File: src/rtl/cam_pkg.sv
// Shared definitions for the frame colour counter: default geometry,
// RGB111 pixel codes, colour ids and the scan FSM state encoding.
package cam_pkg;

    localparam int AW   = 15;
    localparam int DW   = 3;
    localparam int NPIX = 19200;

    localparam logic [2:0] PIX_RED   = 3'b100;
    localparam logic [2:0] PIX_GREEN = 3'b010;
    localparam logic [2:0] PIX_BLUE  = 3'b001;

    localparam logic [1:0] CID_NONE  = 2'd0;
    localparam logic [1:0] CID_RED   = 2'd1;
    localparam logic [1:0] CID_GREEN = 2'd2;
    localparam logic [1:0] CID_BLUE  = 2'd3;

    typedef enum logic [2:0] {
        IDLE   = 3'd0,
        SCAN   = 3'd1,
        DRAIN  = 3'd2,
        DECIDE = 3'd3,
        DONE   = 3'd4
    } state_t;

endpackage

File: src/rtl/color_argmax.sv
// Combinational dominant-colour pick: a colour wins only when it reaches
// THRESH and strictly beats both other counts; ties or low counts give none.
module color_argmax #(
    parameter int CW     = 16,
    parameter int THRESH = 1920
) (
    input  logic [CW-1:0] red_cnt,
    input  logic [CW-1:0] green_cnt,
    input  logic [CW-1:0] blue_cnt,
    output logic [1:0]    color_id
);
    import cam_pkg::*;

    localparam logic [31:0] THR = THRESH;

    logic red_win;
    logic green_win;
    logic blue_win;

    always_comb begin
        red_win   = (32'(red_cnt) >= THR) && (red_cnt > green_cnt) && (red_cnt > blue_cnt);
        green_win = (32'(green_cnt) >= THR) && (green_cnt > red_cnt) && (green_cnt > blue_cnt);
        blue_win  = (32'(blue_cnt) >= THR) && (blue_cnt > red_cnt) && (blue_cnt > green_cnt);

        color_id = CID_NONE;
        if (red_win) begin
            color_id = CID_RED;
        end else if (green_win) begin
            color_id = CID_GREEN;
        end else if (blue_win) begin
            color_id = CID_BLUE;
        end
    end

endmodule

File: src/rtl/frame_color_counter.sv
// Scans one frame from a 1-cycle-latency frame buffer, counts pure red/green/blue
// pixels and reports the per-colour counts plus the dominant colour.
//
// state  | meaning
// IDLE   | waiting for start; results hold
// SCAN   | issuing addresses 0..NPIX-1, capturing the pixel from the previous address
// DRAIN  | capturing the last pixel, address holds at NPIX-1
// DECIDE | counts final; results and done registered on the way out
// DONE   | done pulse cycle, results visible
module frame_color_counter #(
    parameter int AW     = cam_pkg::AW,
    parameter int DW     = cam_pkg::DW,
    parameter int NPIX   = cam_pkg::NPIX,
    parameter int THRESH = 1920
) (
    input  logic          P_clk,
    input  logic          reset,
    input  logic          start,
    output logic [AW-1:0] addr_r,
    input  logic [DW-1:0] data_r,
    output logic          busy,
    output logic          done,
    output logic [AW:0]   red_cnt,
    output logic [AW:0]   green_cnt,
    output logic [AW:0]   blue_cnt,
    output logic [1:0]    color_id
);
    import cam_pkg::*;

    localparam logic [AW-1:0] LAST_ADDR = AW'(NPIX - 1);

    state_t      state;
    logic [AW:0] red_acc;
    logic [AW:0] green_acc;
    logic [AW:0] blue_acc;
    logic [1:0]  id_next;
    logic        is_red;
    logic        is_green;
    logic        is_blue;

    always_comb begin
        is_red   = (data_r == DW'(PIX_RED));
        is_green = (data_r == DW'(PIX_GREEN));
        is_blue  = (data_r == DW'(PIX_BLUE));
    end

    color_argmax #(
        .CW     (AW + 1),
        .THRESH (THRESH)
    ) u_argmax (
        .red_cnt   (red_acc),
        .green_cnt (green_acc),
        .blue_cnt  (blue_acc),
        .color_id  (id_next)
    );

    always_ff @(posedge P_clk or negedge reset) begin
        if (!reset) begin
            state     <= IDLE;
            addr_r    <= '0;
            busy      <= 1'b0;
            done      <= 1'b0;
            red_acc   <= '0;
            green_acc <= '0;
            blue_acc  <= '0;
            red_cnt   <= '0;
            green_cnt <= '0;
            blue_cnt  <= '0;
            color_id  <= CID_NONE;
        end else begin
            done <= 1'b0;
            case (state)
                IDLE: begin
                    if (start) begin
                        state     <= SCAN;
                        busy      <= 1'b1;
                        addr_r    <= '0;
                        red_acc   <= '0;
                        green_acc <= '0;
                        blue_acc  <= '0;
                    end
                end
                SCAN: begin
                    // data_r is only meaningful once address 0 has been out for a cycle
                    if (addr_r != '0) begin
                        if (is_red)   red_acc   <= red_acc + 1'b1;
                        if (is_green) green_acc <= green_acc + 1'b1;
                        if (is_blue)  blue_acc  <= blue_acc + 1'b1;
                    end
                    if (addr_r == LAST_ADDR) begin
                        state <= DRAIN;
                    end else begin
                        addr_r <= addr_r + 1'b1;
                    end
                end
                DRAIN: begin
                    if (is_red)   red_acc   <= red_acc + 1'b1;
                    if (is_green) green_acc <= green_acc + 1'b1;
                    if (is_blue)  blue_acc  <= blue_acc + 1'b1;
                    state <= DECIDE;
                end
                DECIDE: begin
                    red_cnt   <= red_acc;
                    green_cnt <= green_acc;
                    blue_cnt  <= blue_acc;
                    color_id  <= id_next;
                    done      <= 1'b1;
                    state     <= DONE;
                end
                DONE: begin
                    busy  <= 1'b0;
                    state <= IDLE;
                end
                default: begin
                    busy  <= 1'b0;
                    state <= IDLE;
                end
            endcase
        end
    end

endmodule

File: config.mk
export PLATFORM = sky130hd
export DESIGN_NAME = frame_color_counter
export DESIGN_NICKNAME = d
export VERILOG_FILES = /design/src/rtl/cam_pkg.sv /design/src/rtl/color_argmax.sv /design/src/rtl/frame_color_counter.sv
export SDC_FILE = /design/constraint.sdc
export NUM_CORES = 1
export LEC_CHECK = 0
export CELL_PAD_IN_SITES_DETAIL_PLACEMENT = 2
export CELL_PAD_IN_SITES_GLOBAL_PLACEMENT = 2
export CORE_ASPECT_RATIO = 0.75
export CORE_MARGIN = 2
export CORE_UTILIZATION = 36
export CTS_BUF_LIST = sky130_fd_sc_hd__clkbuf_16
export CTS_CLUSTER_SIZE = 12
export DETAILED_ROUTE_END_ITERATION = 6
export GPL_TIMING_DRIVEN = 1
export PLACE_DENSITY = 0.84
export SYNTH_ARGS = -nofsm -noshare
export SYNTH_HDL_FRONTEND = slang
export SYNTH_SLANG_ARGS = --single-unit
File: constraint.sdc
create_clock -name P_clk -period 3 [get_ports P_clk]
set_input_delay 0.6 -clock P_clk [delete_from_list [all_inputs] [get_ports P_clk]]
set_output_delay 0.6 -clock P_clk [all_outputs]
set_load 0.02 [all_outputs]
* After elaboration in Yosys (flattened, before gate mapping) *
Index checks and enable logic that the tools add are counted.

operators by class
  $add $sub $neg = 4
  order comparisons = 9
  equal/unequal tests = 11
  mux-type cells = 22
  bitwise logic cells = 1
  reduce and logical (&&, ||, !) cells = 15

operators with widths
  cell                                                                      number
  16-bit one-hot mux with 3 select lines                                    3
  16-bit two-way mux                                                        7
  16-bit > comparator                                                       6
  16-bit by 1-bit adder with 16-bit output (second input constant)          3
  16-bit by 11-bit >= comparator with 1-bit output (second input constant)  3
  15-bit two-way mux                                                        2
  15-bit one-hot mux with 2 select lines                                    1
  15-bit by 1-bit adder with 15-bit output (second input constant)          1
  15-bit equality test (second input constant)                              1
  15-bit nonzero test                                                       1
  3-bit one-hot mux with 4 select lines                                     1
  3-bit by 2-bit equality test with 1-bit output (second input constant)    3
  2-bit inequality test (second input constant)                             4
  3-bit by 1-bit equality test with 1-bit output (second input constant)    2
  1-bit logical AND                                                         6
  2-bit two-way mux                                                         3
  3-bit two-way mux                                                         2
  3-bit AND reduction                                                       2
  2-bit AND reduction                                                       2
  3-bit equality test (second input constant)                               1
  3-bit zero test                                                           1
  3-bit nonzero test                                                        1
  3-bit OR reduction                                                        1
  1-bit two-way mux                                                         2
  3 further kinds                                                           3

storage, ports and cells
  flip-flop bits (word level) = 118
  input bits = 6
  output and inout port bits = 67
  word-level logic and storage cells = 73

* Logic depth before layout (Yosys ltp) *
Gate-level depths: netlist of the first run.

  word-level depth = 6
  depth in mapped cells = 9
  mapped depth without buffers = 8

* Modules after synthesis *
A second synthesis of the first run with hierarchy kept.

second synthesis, totals
  cells, all modules = 808
  area total of the unflattened synthesis = 6932.9 um2

modules (own cells, without submodules)
  module               instances  cells an instance  area an instance (um2)  seq. area each (um2)
  frame_color_counter  1          640                5664.2                  2952.8
  color_argmax         1          168                1268.7                  0.0

* Least setup slack after synthesis of the first run *
OpenSTA, ideal clock, no wires.

  kind = reg2reg
  from = register green_acc[7]
  to = register color_id[1]
  setup time = 0.069 ns
  data arrival time = 2.161 ns
  required time = 2.931 ns
  setup slack = 0.770 ns
  cell stages (with the launch flop) = 9
  buffers on the path = 0
  period minus slack after synthesis = 2.230 ns
  cell sequence = dfrtp_1 > inv_1 > ha_1 > a21oi_1 > o21ai_0 > a221o_1 > or3_1 > or4_1 > nand3_1

on the way
  longest elaborated chain between the ends = 5
  elaborated cells on any way between the ends = 13
  those cells by class = order compare: 5; mux: 3; reduce/logical: 5

ends and longest elaborated chain
  item                                                    RTL line                                text
  start, declared                                         frame_color_counter.sv:34               logic [AW:0] green_acc;
  start signal, assigned                                  frame_color_counter.sv:87               if (is_green) green_acc <= green_acc + 1'b1;
  start signal, assigned                                  frame_color_counter.sv:98               if (is_green) green_acc <= green_acc + 1'b1;
  16-bit > comparator (tied with other cells)             color_argmax.sv:23                      blue_win = (32'(blue_cnt) >= THR) && (blue_cnt > red_cnt) && (blue_cnt > green_cnt);
  1-bit logical AND, on equally long branches             color_argmax.sv:23, color_argmax.sv:22
  2-bit two-way mux or 1-bit logical AND (tied branches)  color_argmax.sv:30, color_argmax.sv:22
  2-bit two-way mux                                       color_argmax.sv:28                      end else if (green_win) begin
  2-bit two-way mux (*)                                   color_argmax.sv:26                      if (red_win) begin
  end signal, assigned                                    frame_color_counter.sv:106              color_id <= id_next;
  end, declared                                           frame_color_counter.sv:26               output logic [1:0] color_id

Every way passes the cells marked *; elsewhere a longest branch is shown, timed or not.
A chain may end at the register's enable or synchronous reset.

* Worst setup path in the final report of the first run *
  from = input start
  to = register green_acc[7]

on the way
  longest elaborated chain between the ends = 2

ends and longest elaborated chain
  item                             RTL line                   text
  start, declared                  frame_color_counter.sv:18  input logic start,
  2-bit inequality test (no line)  -
  3-bit AND reduction (no line)    -

Every way passes these cells.

==> results of run 1 <==
-- state kept, by name, indices dropped and copies added (netlist names) --
name / flops
state: 3
done: 1
blue_acc: 16
green_cnt: 16
addr_r: 15
green_acc: 16
busy: 1
red_cnt: 16
color_id: 2
blue_cnt: 16
red_acc: 16
-- critical path: stages --
cell,delay [ns]
clkdlybuf4s50_1,0.47
o31ai_1,1.06
a211o_1,0.47
nor3_1,0.17
xnor2_1,0.30
nor2_1,0.09
-- worst max path at each step --
| stage | start | to | cells after the start |
|---|---|---|---|
| 3_5_place_dp | start | green_acc[11] | 6 |
| 3_3_place_gp | start | green_acc[13] | 6 |
| 5_1_grt | start | green_acc[7] | 6 |
| 4_1_cts | start | green_acc[7] | 6 |
| 6_report | start | green_acc[7] | 6 |
| 2_1_floorplan | green_acc[7] | color_id[1] | 8 |
-- final cells by class --
type / count / area [µm²]
clock buffers: 17 / 425
clock inverters: 15 / 259
fillers: 1889 / 9450
inverters: 57 / 214
multi-input cells: 498 / 3230
flip-flops and latches: 118 / 2950
well taps: 242 / 303
repair buffers: 85 / 828
-- power breakdown --
part,switching (W),leakage (nW),internal (W)
Combinational,0.00218,1.73,0.00127
Clock,0.000792,0.338,0.00163
Sequential,0.000579,1.54,0.00200
-- through the flow --
| step | hold WS [ns] | worst slack (ns) | area, µm² | TNS, ns |
|---|---|---|---|---|
| 2_1_floorplan | 0.304 | 0.770 | 6500 | 0 |
| 3_3_place_gp | 0.460 | 0.155 | 7520 | 0 |
| 3_5_place_dp | 0.479 | -0.0734 | 7520 | -0.298 |
| 4_1_cts | 0.126 | 0.207 | 8210 | 0 |
| 5_1_grt | 0.149 | 0.0805 | 8210 | 0 |
| 6_report | 0.113 | 0.151 | 8210 | 0 |
-- layout by cell type, fill, tap and decap left out, types with 2 or more instances in the layout --
master / netlist / final
ha_1: 56 / 56
nor2_1: 63 / 63
nor4_1: 15 / 15
a21o_1: 6 / 6
nand2_1: 83 / 83
clkdlybuf4s50_1: 0 / 71
xor2_1: 8 / 8
nor3_1: 13 / 12
nand4_1: 30 / 30
xnor2_1: 41 / 41
o211ai_1: 3 / 3
clkinv_2: 0 / 4
and3_1: 8 / 8
clkbuf_16: 0 / 17
a221o_1: 2 / 2
or4_4: 2 / 2
or4_1: 2 / 2
a211oi_1: 3 / 3
or2_2: 2 / 2
clkinv_4: 0 / 2
o21ai_0: 66 / 66
dfrtp_1: 118 / 118
and4_1: 3 / 3
a21oi_1: 27 / 27
nand3_1: 32 / 32
buf_4: 2 / 13
a211o_1: 2 / 2
nor2b_1: 2 / 2
o31ai_1: 2 / 2
and2_1: 2 / 2
or3_1: 7 / 7
inv_1: 57 / 58
bufinv_16: 0 / 7
-- per-layer routing --
metal  track usage, %  wire length, µm
met5                0                0
met4             9.43              586
met3             4.60             1040
met2             43.7            11400
met1             35.5            11100
-- cells by family after synthesis --
kind of cell	count (synthesis)	share of synthesized area, %
AND/OR/NAND/NOR	273	20.7
AO/OA/AOI/OAI	120	11.4
flip-flops	118	45.4
buffers and inverters	82	5.10
adder cells (fa/ha/maj)	56	10.8
XOR/XNOR	49	6.60
==> run summary, run 1 <==
status = finished clean
Required @ worst endpoint = 3.30 ns
Power per Cell Area = 1030 mW/mm²
R2R depth = 5
Seq cells post-synth = 118
total power = 0.00845 W
Syn Inst Count = 698
number of remaining DRC errors = 0
first-pass GRT wire length = 38700 µm
CTS H-tree depth = 4
DIE HEIGHT = 120 µm
post-DR vias/cell = 5.62
Post-CTS Setup Bufs = 0
reg2reg setup slack = 0.23 ns
final setup violation count = 0
relative slew slack = 11.4%
Max clock buf depth = 2
antenna cells = 0
PostCTS Resize Cnt = 0
Core ar. = 0.0177 mm²
GPL Wtd Cong = 0.911
FF-to-FF Start = state[0]
Final Cycle Share = 95.0%
placed insts = 1000
Final HPWL DP = 17100 µm
Ys Warns = 0
Post-Syn Area per Cell = 9.32 µm²
cell area after synthesis = 0.00650 mm²
die width = 159 µm
max-slew violation count = 0
Core Rows = 42
hold_buf cts = 0
wire per inst = 23.4 µm
router iterations before antenna repair = 4
Net count, final = 839
element type at the critical path start = primary input
sequential fraction of the synthesis area = 45.4%
worst skew pair latency = 0.44 ns
Synth Flop Type = dfrtp_1
Post-synth EDFFs = 0
Setup CP Type = primary input to flip-flop
total gr overflow = 0
total die area = 0.0192 mm²
clk_skew = 0.0120 ns
port buffer count = 72
utilization after layout = 46.5%
drt total wl = 24200 µm
Vias = 5802
First DRT Iteration DRCs = 347
total CTS buffers = 17
vias in the first global route = 6522
Clock Sinks = 118
total global routing track utilization = 26.5%
most frequent cell after synthesis = dfrtp_1
CTS clk-pin slew, worst paths = 0.06 ns
Fmax = 0.351 GHz
CTS tree = done
Critical Path AT = 3.15 ns
Hold Fails Final Rpt = 0
maximum VDD drop = 0.000468 V
root buf cell = clkbuf_16
top cells by count, synth = 118 x dfrtp_1, 83 x nand2_1, 66 x o21ai_0
area leader, netlist = dfrtp_1
Setup crit end kind = flip-flop
fraction of registers with async set/reset = 100%
Least-Margin Pin Slew = 1.32 ns
Final Instance Count excl. Fillers = 1032
min Tclk post-route = 2.85 ns
initial cell density of the core = 36.8%
antenna-violating nets left = 0
Leakage = 3.60 nW
I/O Pins = 73
worst r2r dst = green_acc[7]
Distinct cells, synth = 50
Area Growth Syn to Fin = 26.2%
layout cells sized above 1 = 7.47%
initial antenna violation count = 0
Synth top area share = 45.4%
CP Max Fanout = 12
RSZ-0062 raised after global routing = no
max-cap violation count = 0
Area contributors post-synth = dfrtp_1 45%, ha_1 11%, xnor2_1 5.5%
Hold Path Class = primary input to asynchronous set/reset pin
Post-Syn Nets = 760
largest net degree at the start of global routing = 86
No activity file was read; power rests on OpenSTA's default activity.
==> run 2, diff against run 1 <==
- CORE_UTILIZATION: 36 -> 38
- PLACE_DENSITY: 0.84 -> 0.88
- clock period: 3 -> 3.4 ns (I/O delays scaled with it)
==> run summary, run 2 (synthesis gave the netlist of run 1 again) <==
status = finished clean
root buf cell = clkbuf_16
GPL Wtd Cong = 0.860
final hold slack = 0.310 ns
utilization after layout = 48.0%
total gr overflow = 0
First DRT Iteration DRCs = 379
Crit path largest cell delay = 0.54 ns
worst skew pair latency = 0.44 ns
layout cells sized above 1 = 5.88%
Hold Path Class = primary input to asynchronous set/reset pin
Clock Sinks = 118
maximum VDD drop = 0.000398 V
final setup violation count = 0
Layout fillers = 1746
DIE HEIGHT = 117 µm
commonest non-fill, non-tap cell in the layout = dfrtp_1
total global routing track utilization = 28.5%
Setup TNS Final = 0 ns
antenna cells = 0
CP Max Fanout = 5
Required @ worst endpoint = 3.76 ns
Post-CTS Setup Bufs = 0
max-slew violation count = 0
largest net degree at the start of global routing = 63
Area Growth Syn to Fin = 23.9%
clk_skew = 0.0125 ns
Setup crit end kind = flip-flop
RSZ-0062 raised after global routing = no
min Tclk post-route = 2.81 ns
Core Rows = 41
die width = 155 µm
CTS clk-pin slew, worst paths = 0.06 ns
PostCTS Resize Cnt = 0
I/O Pins = 73
router iterations before antenna repair = 5
Fmax = 0.356 GHz
max-cap violation count = 0
initial antenna violation count = 0
critical path, cell by cell = inv_1, ha_1, a21oi_1, o21ai_0, a221o_1, or3_1, or4_1, nand3_1
element type at the critical path start = flip-flop
vias in the first global route = 6549
most frequent cells in the layout = 118 x dfrtp_1, 83 x nand2_1, 71 x clkdlybuf4s50_1
Hold Fails Final Rpt = 0
drt total wl = 24900 µm
total CTS buffers = 17
total power = 0.00725 W
wire per inst = 25.0 µm
first-pass GRT wire length = 39300 µm
CTS H-tree depth = 4
hold_buf cts = 0
post-DR vias/cell = 5.80
Final Cycle Share = 82.5%
Net count, final = 832
Power per Cell Area = 900 mW/mm²
Slowest cell on crit path = or4_1
number of remaining DRC errors = 0
total die area = 0.0182 mm²
Setup CP Type = flip-flop to flip-flop
port buffer count = 72
Leakage = 3.55 nW
relative slew slack = 19.9%
Max clock buf depth = 2
Critical Path AT = 3.17 ns
Least-Margin Pin Slew = 1.19 ns
Vias = 5781
CTS tree = done
Final HPWL DP = 16800 µm
Core ar. = 0.0168 mm²
antenna-violating nets left = 0
initial cell density of the core = 38.8%
## run 2: layout make-up
type                       instances  area (µm²)  area share, %
multi-input combinational        498        3230           40.0
tap                              215         269           3.34
timing repair buffer              78         776           9.63
clock buffer                      17         425           5.28
clock inverter                    14         194           2.41
sequential                       118        2950           36.7
inverter                          57         214           2.66
## run 2: worst paths after layout
check	startpoint	endpoint	slack, ns	cells past startpoint
max in group asynchronous	reset	green_cnt[8]	2.27	2
worst max register to register	green_acc[7]	color_id[1]	0.59	8
worst min-delay path	reset	state[0]	0.31	1
worst max-delay path	green_acc[7]	color_id[1]	0.59	8
min in group P_clk	red_cnt[14]	red_cnt[14]	0.48	2
worst min register to register	red_cnt[14]	red_cnt[14]	0.48	2
## run 2: worst max-delay path, delay by kind of cell (launching register included)
family	cells	cell delay [ns]
compound gates	3	0.67
fa+ha+maj	1	0.36
buf+inv	1	0.19
flops	1	0.49
simple gates	3	1.02
## run 2: per-layer routing
layer	up-vias	track usage, %	wire length, µm
li1	2559	-	-
met1	2996	37.9	11200
met3	55	6.95	1240
met4	0	10.3	518
met2	171	45.4	11900
met5	-	0	0
## run 2: metrics by stage
| stage | instances | area, µm² | worst slack, ns |
|---|---|---|---|
| 3_5_place_dp | 966 | 7440 | 0.326 |
| 6_report | 997 | 8060 | 0.594 |
| 3_3_place_gp | 966 | 7440 | 0.466 |
| 2_1_floorplan | 698 | 6500 | 1.17 |
| 4_1_cts | 997 | 8060 | 0.645 |
| 5_1_grt | 997 | 8060 | 0.492 |
## run 2: report_power, final
part / internal [W] / leakage, nW / total (W) / switching [W]
Clock: 0.00128 / 0.313 / 0.00196 / 0.000685
Combinational: 0.00108 / 1.69 / 0.00298 / 0.00190
Sequential: 0.00176 / 1.54 / 0.00231 / 0.000549
Total: 0.00411 / 3.55 / 0.00725 / 0.00314
